==> config.mk <==
export PLATFORM = sky130hd
export DESIGN_NAME = mdu_ctrl
export DESIGN_NICKNAME = d
export VERILOG_FILES = /design/src/rtl/mdu_ctrl_pkg.sv /design/src/rtl/mdu_sign_fix.sv /design/src/rtl/mdu_ctrl.sv
export SDC_FILE = /design/constraint.sdc
export NUM_CORES = 2
export LEC_CHECK = 0
export BUFFER_PORTS_ARGS = -buffer_cell sky130_fd_sc_hd__buf_2
export CORE_ASPECT_RATIO = 1.4
export CORE_MARGIN = 5
export CORE_UTILIZATION = 65
export DETAILED_ROUTE_END_ITERATION = 10
export PLACE_DENSITY = 0.81
export REMOVE_ABC_BUFFERS = 1
export SLEW_MARGIN = 20
export SYNTH_ARGS = -nofsm -noshare
export SYNTH_HDL_FRONTEND = slang
export SYNTH_SLANG_ARGS = --single-unit
==> constraint.sdc <==
create_clock -name clk -period 13.8 [get_ports clk]
set_input_delay 4.14 -clock clk [delete_from_list [all_inputs] [get_ports clk]]
set_output_delay 4.14 -clock clk [all_outputs]
set_load 0.02 [all_outputs]
==> src/rtl/mdu_ctrl_pkg.sv <==
// +----------------------------------------------------------------------+
// | mdu_ctrl_pkg                                                          |
// | MDU operation and controller state encodings.                         |
// | Revision: 1.0                                                         |
// +----------------------------------------------------------------------+
`default_nettype none

package mdu_ctrl_pkg;

    typedef enum logic [2:0] {
        MDU_MULT  = 3'd0,
        MDU_MULTU = 3'd1,
        MDU_DIV   = 3'd2,
        MDU_DIVU  = 3'd3,
        MDU_MFHI  = 3'd4,
        MDU_MFLO  = 3'd5,
        MDU_MTHI  = 3'd6,
        MDU_MTLO  = 3'd7
    } mdu_op_e;

    typedef enum logic [1:0] {
        ST_IDLE      = 2'd0,
        ST_MUL       = 2'd1,
        ST_DIV_ISSUE = 2'd2,
        ST_DIV_WAIT  = 2'd3
    } mdu_state_e;

endpackage

`default_nettype wire

==> src/rtl/mdu_sign_fix.sv <==
// +----------------------------------------------------------------------+
// | mdu_sign_fix                                                          |
// | Conditional two's-complement negate: magnitude in, sign restore out.  |
// | Revision: 1.0                                                         |
// +----------------------------------------------------------------------+
`default_nettype none

module mdu_sign_fix (
    input  logic [31:0] val_i,
    input  logic        neg_i,
    output logic [31:0] mag_o
);

    assign mag_o = neg_i ? (~val_i + 32'd1) : val_i;

endmodule

`default_nettype wire

==> src/rtl/mdu_ctrl.sv <==
// +----------------------------------------------------------------------+
// | mdu_ctrl                                                              |
// | E-stage MUL/DIV controller: owns HI/LO, drives an external divider.   |
// | Revision: 1.0                                                         |
// +----------------------------------------------------------------------+
`default_nettype none

module mdu_ctrl
    import mdu_ctrl_pkg::*;
#(
    parameter int MULT_LAT = 5
) (
    input  logic        clk,
    input  logic        reset,
    input  logic        req_valid,
    input  logic [2:0]  req_op,
    input  logic [31:0] rs_val,
    input  logic [31:0] rt_val,
    output logic        stall,
    output logic        busy,
    output logic [31:0] rd_data,
    output logic [31:0] hi,
    output logic [31:0] lo,
    output logic        div_start,
    output logic [31:0] div_a,
    output logic [31:0] div_b,
    input  logic        div_busy,
    input  logic [31:0] div_hi,
    input  logic [31:0] div_lo
);

    localparam int              CNT_W    = (MULT_LAT > 1) ? $clog2(MULT_LAT) : 1;
    localparam logic [CNT_W-1:0] CNT_INIT = CNT_W'(MULT_LAT - 1);

    mdu_state_e       state_q;
    logic [CNT_W-1:0] cnt_q;
    logic [63:0]      prod_q;
    logic [31:0]      hi_q;
    logic [31:0]      lo_q;
    logic [31:0]      div_a_q;
    logic [31:0]      div_b_q;
    logic             qneg_q;
    logic             rneg_q;
    logic             div_start_q;
    logic             busy_q;

    mdu_op_e          op;
    logic             accept;
    logic             sdiv;
    logic             smul;
    logic [63:0]      prod_d;
    logic [31:0]      a_mag;
    logic [31:0]      b_mag;
    logic [31:0]      quo_d;
    logic [31:0]      rem_d;

    assign op     = mdu_op_e'(req_op);
    assign accept = req_valid && (state_q == ST_IDLE);
    assign sdiv   = (op == MDU_DIV);
    assign smul   = (op == MDU_MULT);

    // Low 64 bits of a 64x64 product of sign/zero-extended operands give
    // the correct signed or unsigned 32x32 result from one multiplier.
    assign prod_d = {{32{smul & rs_val[31]}}, rs_val} * {{32{smul & rt_val[31]}}, rt_val};

    mdu_sign_fix u_fix_a (.val_i(rs_val), .neg_i(sdiv & rs_val[31]), .mag_o(a_mag));
    mdu_sign_fix u_fix_b (.val_i(rt_val), .neg_i(sdiv & rt_val[31]), .mag_o(b_mag));
    mdu_sign_fix u_fix_q (.val_i(div_lo), .neg_i(qneg_q),            .mag_o(quo_d));
    mdu_sign_fix u_fix_r (.val_i(div_hi), .neg_i(rneg_q),            .mag_o(rem_d));

    always_ff @(posedge clk) begin
        if (reset) begin
            state_q     <= ST_IDLE;
            cnt_q       <= '0;
            prod_q      <= '0;
            hi_q        <= '0;
            lo_q        <= '0;
            div_a_q     <= '0;
            div_b_q     <= '0;
            qneg_q      <= 1'b0;
            rneg_q      <= 1'b0;
            div_start_q <= 1'b0;
            busy_q      <= 1'b0;
        end else begin
            div_start_q <= 1'b0;
            case (state_q)
                ST_IDLE: begin
                    if (req_valid) begin
                        case (op)
                            MDU_MULT, MDU_MULTU: begin
                                prod_q  <= prod_d;
                                cnt_q   <= CNT_INIT;
                                busy_q  <= 1'b1;
                                state_q <= ST_MUL;
                            end
                            MDU_DIV, MDU_DIVU: begin
                                // Divide by zero retires immediately, HI/LO untouched.
                                if (rt_val != 32'd0) begin
                                    qneg_q      <= sdiv & (rs_val[31] ^ rt_val[31]);
                                    rneg_q      <= sdiv & rs_val[31];
                                    div_a_q     <= a_mag;
                                    div_b_q     <= b_mag;
                                    div_start_q <= 1'b1;
                                    busy_q      <= 1'b1;
                                    state_q     <= ST_DIV_ISSUE;
                                end
                            end
                            MDU_MTHI: hi_q <= rs_val;
                            MDU_MTLO: lo_q <= rs_val;
                            default: ;
                        endcase
                    end
                end
                ST_MUL: begin
                    if (cnt_q == '0) begin
                        hi_q    <= prod_q[63:32];
                        lo_q    <= prod_q[31:0];
                        busy_q  <= 1'b0;
                        state_q <= ST_IDLE;
                    end else begin
                        cnt_q <= cnt_q - 1'b1;
                    end
                end
                ST_DIV_ISSUE: begin
                    state_q <= ST_DIV_WAIT;
                end
                ST_DIV_WAIT: begin
                    if (!div_busy) begin
                        hi_q    <= rem_d;
                        lo_q    <= quo_d;
                        busy_q  <= 1'b0;
                        state_q <= ST_IDLE;
                    end
                end
                default: begin
                    busy_q  <= 1'b0;
                    state_q <= ST_IDLE;
                end
            endcase
        end
    end

    always_comb begin
        rd_data = 32'd0;
        if (accept) begin
            if (op == MDU_MFHI) begin
                rd_data = hi_q;
            end else if (op == MDU_MFLO) begin
                rd_data = lo_q;
            end
        end
    end

    assign stall     = req_valid && busy_q;
    assign busy      = busy_q;
    assign hi        = hi_q;
    assign lo        = lo_q;
    assign div_start = div_start_q;
    assign div_a     = div_a_q;
    assign div_b     = div_b_q;

endmodule

`default_nettype wire

== Word-level counts from Yosys, hierarchy flattened ==
Cells that the tools add are included.

* Register bits: 201
* Bits of input ports: 135
* Word-level logic and storage cells: 101

* Add/subtract/negate cells: 5
* Multiply operators: 1
* Equal/unequal tests: 19
* Muxes and demuxes: 34
* Bitwise operators: 13
* Reduce and logical (&&, ||, !) cells: 18

{| class="wikitable"
|+ Operator list
! kind !! count
|-
| $mux W32 || 15
|-
| $pmux W32 S3 || 2
|-
| $add A32 B1 Y32 const B || 4
|-
| $not A32 Y32 || 4
|-
| $mul A33 B33 Y64 || 1
|-
| $reduce_bool A32 Y1 || 1
|-
| $reduce_and A5 Y1 || 3
|-
| $eq A3 B3 Y1 const B || 4
|-
| $mux W3 || 3
|-
| $mux W2 || 4
|-
| $ne A2 B2 Y1 const B || 4
|-
| $pmux W2 S4 || 1
|-
| $reduce_and A4 Y1 || 2
|-
| $eq A3 B2 Y1 const B || 2
|-
| $logic_not A3 Y1 || 2
|-
| $ne A2 B1 Y1 const B || 3
|-
| $pmux W3 S2 || 1
|-
| $reduce_and A6 Y1 || 1
|-
| $and A1 B1 Y1 || 5
|-
| $mux W1 || 5
|-
| $eq A2 B2 Y1 const B || 2
|-
| $pmux W2 S2 || 1
|-
| $reduce_or A2 Y1 || 2
|-
| $reduce_or A4 Y1 || 1
|-
| 14 further kinds || 17
|}

== Longest topological paths before layout ==
* Word-level depth: 5
* Depth in mapped cells: 31
* Depth with buffers taken out: 28

== By module ==
A second synthesis with hierarchy kept.

* Cells, all modules: 5727
* Area, all modules: 49756.5 um^2

{| class="wikitable"
|+ Modules (own cells, without submodules)
! module !! times used !! cells each !! area an instance (um^2) !! seq. area each (um^2)
|-
| mdu_ctrl || 1 || 5331 || 46648.5 || 4023.9
|-
| mdu_sign_fix || 4 || 99 || 777.0 || 0.0
|}

== Least setup slack after synthesis ==
OpenSTA, ideal clock, no wires.

* Path type: input port to flip-flop
* Start: input port req_op[1]
* End: register prod_q[62]
* Library setup time: 0.079 ns
* Arrival: 12.066 ns
* Setup slack: 1.656 ns
* Stages on the path: 27
* Cell sequence: clkbuf_1 nor3_1 and2_1 clkbuf_1 nand2_1 inv_1 fa_1 fa_1 fa_1 fa_1 inv_1 fa_1 fa_1 fa_1 fa_1 inv_1 ha_1 clkbuf_1 a21o_1 a21o_1 a21oi_1 o21bai_1 a21o_1 a21o_1 a21o_1 or4b_1 o211ai_1

* Word-level cells in the longest chain between the ends: 3

{| class="wikitable"
|+ Ends and longest elaborated chain
! what !! RTL line !! RTL
|-
| start: declaration || mdu_ctrl.sv:16 || <nowiki>input logic [2:0] req_op,</nowiki>
|-
| $logic_not A3 Y1 or $eq A3 B1 Y1 (tied branches) || mdu_ctrl.sv:60, mdu_ctrl.sv:89 ||
|-
| $and A1 B1 Y1 or $reduce_or A2 Y1 (tied branches) || mdu_ctrl.sv:64, mdu_ctrl.sv:89 ||
|-
| $mul A33 B33 Y64 or $reduce_and A3 Y1 (tied branches) || n/a ||
|-
| end signal: assignment || mdu_ctrl.sv:91 || <nowiki>prod_q <= prod_d;</nowiki>
|-
| end: declaration || mdu_ctrl.sv:37 || <nowiki>logic [63:0] prod_q;</nowiki>
|}

Several ways; a longest one is shown, not always the timed one.
A chain may end at the register's enable or synchronous reset.

== Final worst setup path ==
* Start: input port req_op[2]
* End: register prod_q[62]

Same word-level chain as after synthesis.

==> results_dict.tcl <==
set metrics [dict create \
    die_h_um 335.4 \
    wl_met3_um 14790 \
    drt-met1-wl_um 50830 \
    cts_setup_buffers 0 \
    tightest_slew_ns 1.197 \
    crit_arrival_ns 12.59 \
    required_ns 14.28 \
    initial_core_util 0.6539 \
    clk_root_buffer_cell "clkbuf_16" \
    hold_path_class "reg -> reg" \
    max_freq_ghz 0.08264 \
    postCtsHoldBufs 0 \
    finalHoldViolations 0 \
    highest_layer "met5" \
    ys_seq_area_frac 0.08184 \
    numPortBuffers 297 \
    detail_route.wl_per_cell_um 23.53 \
    die_area_sq_um 81320 \
    status "finished with violations" \
    avgViaCountPerCell 6.141 \
    violations "DRC" \
    cts_buffers 25 \
    finalWirelength_um 157200 \
    path_max_fanout 10 \
    dr_wl_met2_um 76160 \
    gr-total-overflow 0 \
    grt_pass1_wl_um 246900 \
    finalSetupTns_ns 0 \
    core_area_sq_um 75190 \
    io_pins 298 \
    fin_ws_ns 1.699 \
    cts_tree "done" \
    cap_viol_max_count 0 \
    hpwl_um 124900 \
    crit_top_cell "fa_1" \
    cts_resized 0 \
    setup.worst_path.end_class "flip-flop" \
    place_congestion 1.024 \
    min_period_over_period 0.8769 \
    cts.clk_slew.worst_paths_ns 0.06 \
    die_w_um 242.4 \
    yosys_warnings 0 \
    rows 119 \
    vias 41040 \
    grt.total_usage 0.3895 \
    syn_to_final_growth_pct 5.817 \
    grt_max_degree 93 \
    drv_slew 0 \
    fin_skew_ns 0.02756 \
    final_util 0.6920 \
    synth_top_area_frac 0.4581 \
    worst-setup-path-type "in -> reg" \
    nFillCells 5904 \
    grt_antenna_before_repair 12 \
    synth-edff-count 0 \
    drive_gt1_frac 0.08304 \
    insertion_delay_ns 0.58 \
    pre_cts_slack_ns 1.150 \
    final_nets 7168 \
    synth_top_area_cell "fa_1" \
    yosysMostFrequentCell "inv_1" \
    ys_ff_latch 201 \
    cts.sinks 201 \
    clockBufferDepth 3 \
    startpoint_type "input pin" \
    final.min_clock_period_ns 12.10 \
    synthesis.area_sq_um 49170 \
    first_global_vias 44865 \
    relSlewSlack 0.2013 \
    avgSynthCellArea_sq_um 8.678 \
    synthTopCellsByArea "fa_1 46%, inv_1 8.7%, dfxtp_1 8.2%" \
    drtIter0Drc 3628 \
    htreeDepth 1 \
    drt_drc_violations_left 2 \
    rsz0062_at_grt "false" \
    cp_slowest_cell "fa_1" \
    finalSetupViolCount 0 \
    ant_nets 0 \
    synth_ff_type "dfxtp_1" \
    max_stage_delay_ns 0.69 \
    synthCells 5666 \
    synthTopCellsByCount "1144 x inv_1, 1125 x fa_1, 927 x nand2_1, 334 x and2_1, 312 x clkbuf_1" \
    synth_cell_types 79 \
    first_pass_iters 11 \
    async_flop_share 0 \
]
==> area by class of cell <==
| cell class | count | area [sq um] | area share |
|---|---|---|---|
| Timing Repair Buffer | 386 | 2173 | 0.04177 |
| Antenna cell | 7 | 17.52 | 0.0003367 |
| Clock buffer | 34 | 709.4 | 0.01364 |
| Tap cell | 968 | 1211 | 0.02328 |
| Inverter | 1145 | 4298 | 0.08261 |
| Sequential cell | 201 | 4029 | 0.07744 |
| Clock inverter | 12 | 216.5 | 0.004160 |
| Multi-Input combinational cell | 3930 | 39370 | 0.7568 |
==> routing by layer <==
| layer | vias up | track usage |
|---|---|---|
| met4 | 10 | 0.2921 |
| met3 | 853 | 0.07890 |
| met2 | 2462 | 0.6612 |
| li1 | 17180 | - |
| met1 | 20535 | 0.4346 |
| met5 | - | 0 |
==> sequential cells by signal, indices dropped and copies added (netlist names) <==
signal     cells
qneg_q         1
state_q        2
cnt_q          3
rneg_q         1
lo            32
div_start      1
div_a         32
busy           1
prod_q        64
div_b         32
hi            32
==> stage by stage <==
stage          hold WS, ns  instances  area [sq um]
6_report            0.4531       6683         52030
5_1_grt             0.4727       6678         52020
4_1_cts             0.4538       6676         52010
3_5_place_dp        0.4452       6630         51090
3_3_place_gp        0.4387       6630         51080
2_1_floorplan       0.4237       5276         47660
==> path summary, 6_finish.rpt <==
check | to | start | cells after the start | slack, ns
worst max register to register | lo[12] | state_q[0] | 8 | 10.26
worst min register to register | qneg_q | qneg_q | 2 | 0.45
worst min-delay path | qneg_q | qneg_q | 2 | 0.45
worst max-delay path | prod_q[62] | req_op[2] | 25 | 1.70
==> cells by family (layout without fill, tap and decap cells) <==
| group | after synthesis | after routing | synth area share |
|---|---|---|---|
| compound gates | 669 | 669 | 0.09085 |
| xor+xnor | 175 | 175 | 0.03117 |
| fa+ha+maj | 1344 | 1344 | 0.5138 |
| buf+inv | 1535 | 1577 | 0.1181 |
| flops | 201 | 201 | 0.08184 |
| mux | 5 | 5 | 0.001043 |
| other cells | 0 | 7 | 0 |
| simple gates | 1737 | 1737 | 0.1632 |
==> critical path, delay by kind of cell <==
kind | cells | cell delay [ns]
fa+ha+maj | 9 | 4.69
compound gates | 8 | 1.45
simple gates | 4 | 1.39
buf+inv | 4 | 0.89
==> placed cells by master (no fill, tap or decap), types with 16 or more instances in the layout <==
master,synthesis,layout
a211oi_1,99,99
a21o_1,32,32
a21oi_1,165,165
a22oi_1,32,32
a311oi_1,18,18
a31oi_1,27,27
and2_1,334,333
and3_1,36,36
buf_2,6,296
buf_4,0,88
clkbuf_16,0,25
dfxtp_1,201,199
fa_1,1125,1125
ha_1,219,219
inv_1,1144,1144
nand2_1,927,927
nand3_1,34,34
nor2_1,250,249
nor3_1,29,27
o211ai_1,49,49
o21ai_0,109,109
o31ai_1,28,28
o41ai_1,16,16
or3_1,18,17
xnor2_1,96,96
xor2_1,79,79
Power is not shown: default switching activity piles up to over one toggle a cycle in this logic, so the estimate is an artifact.
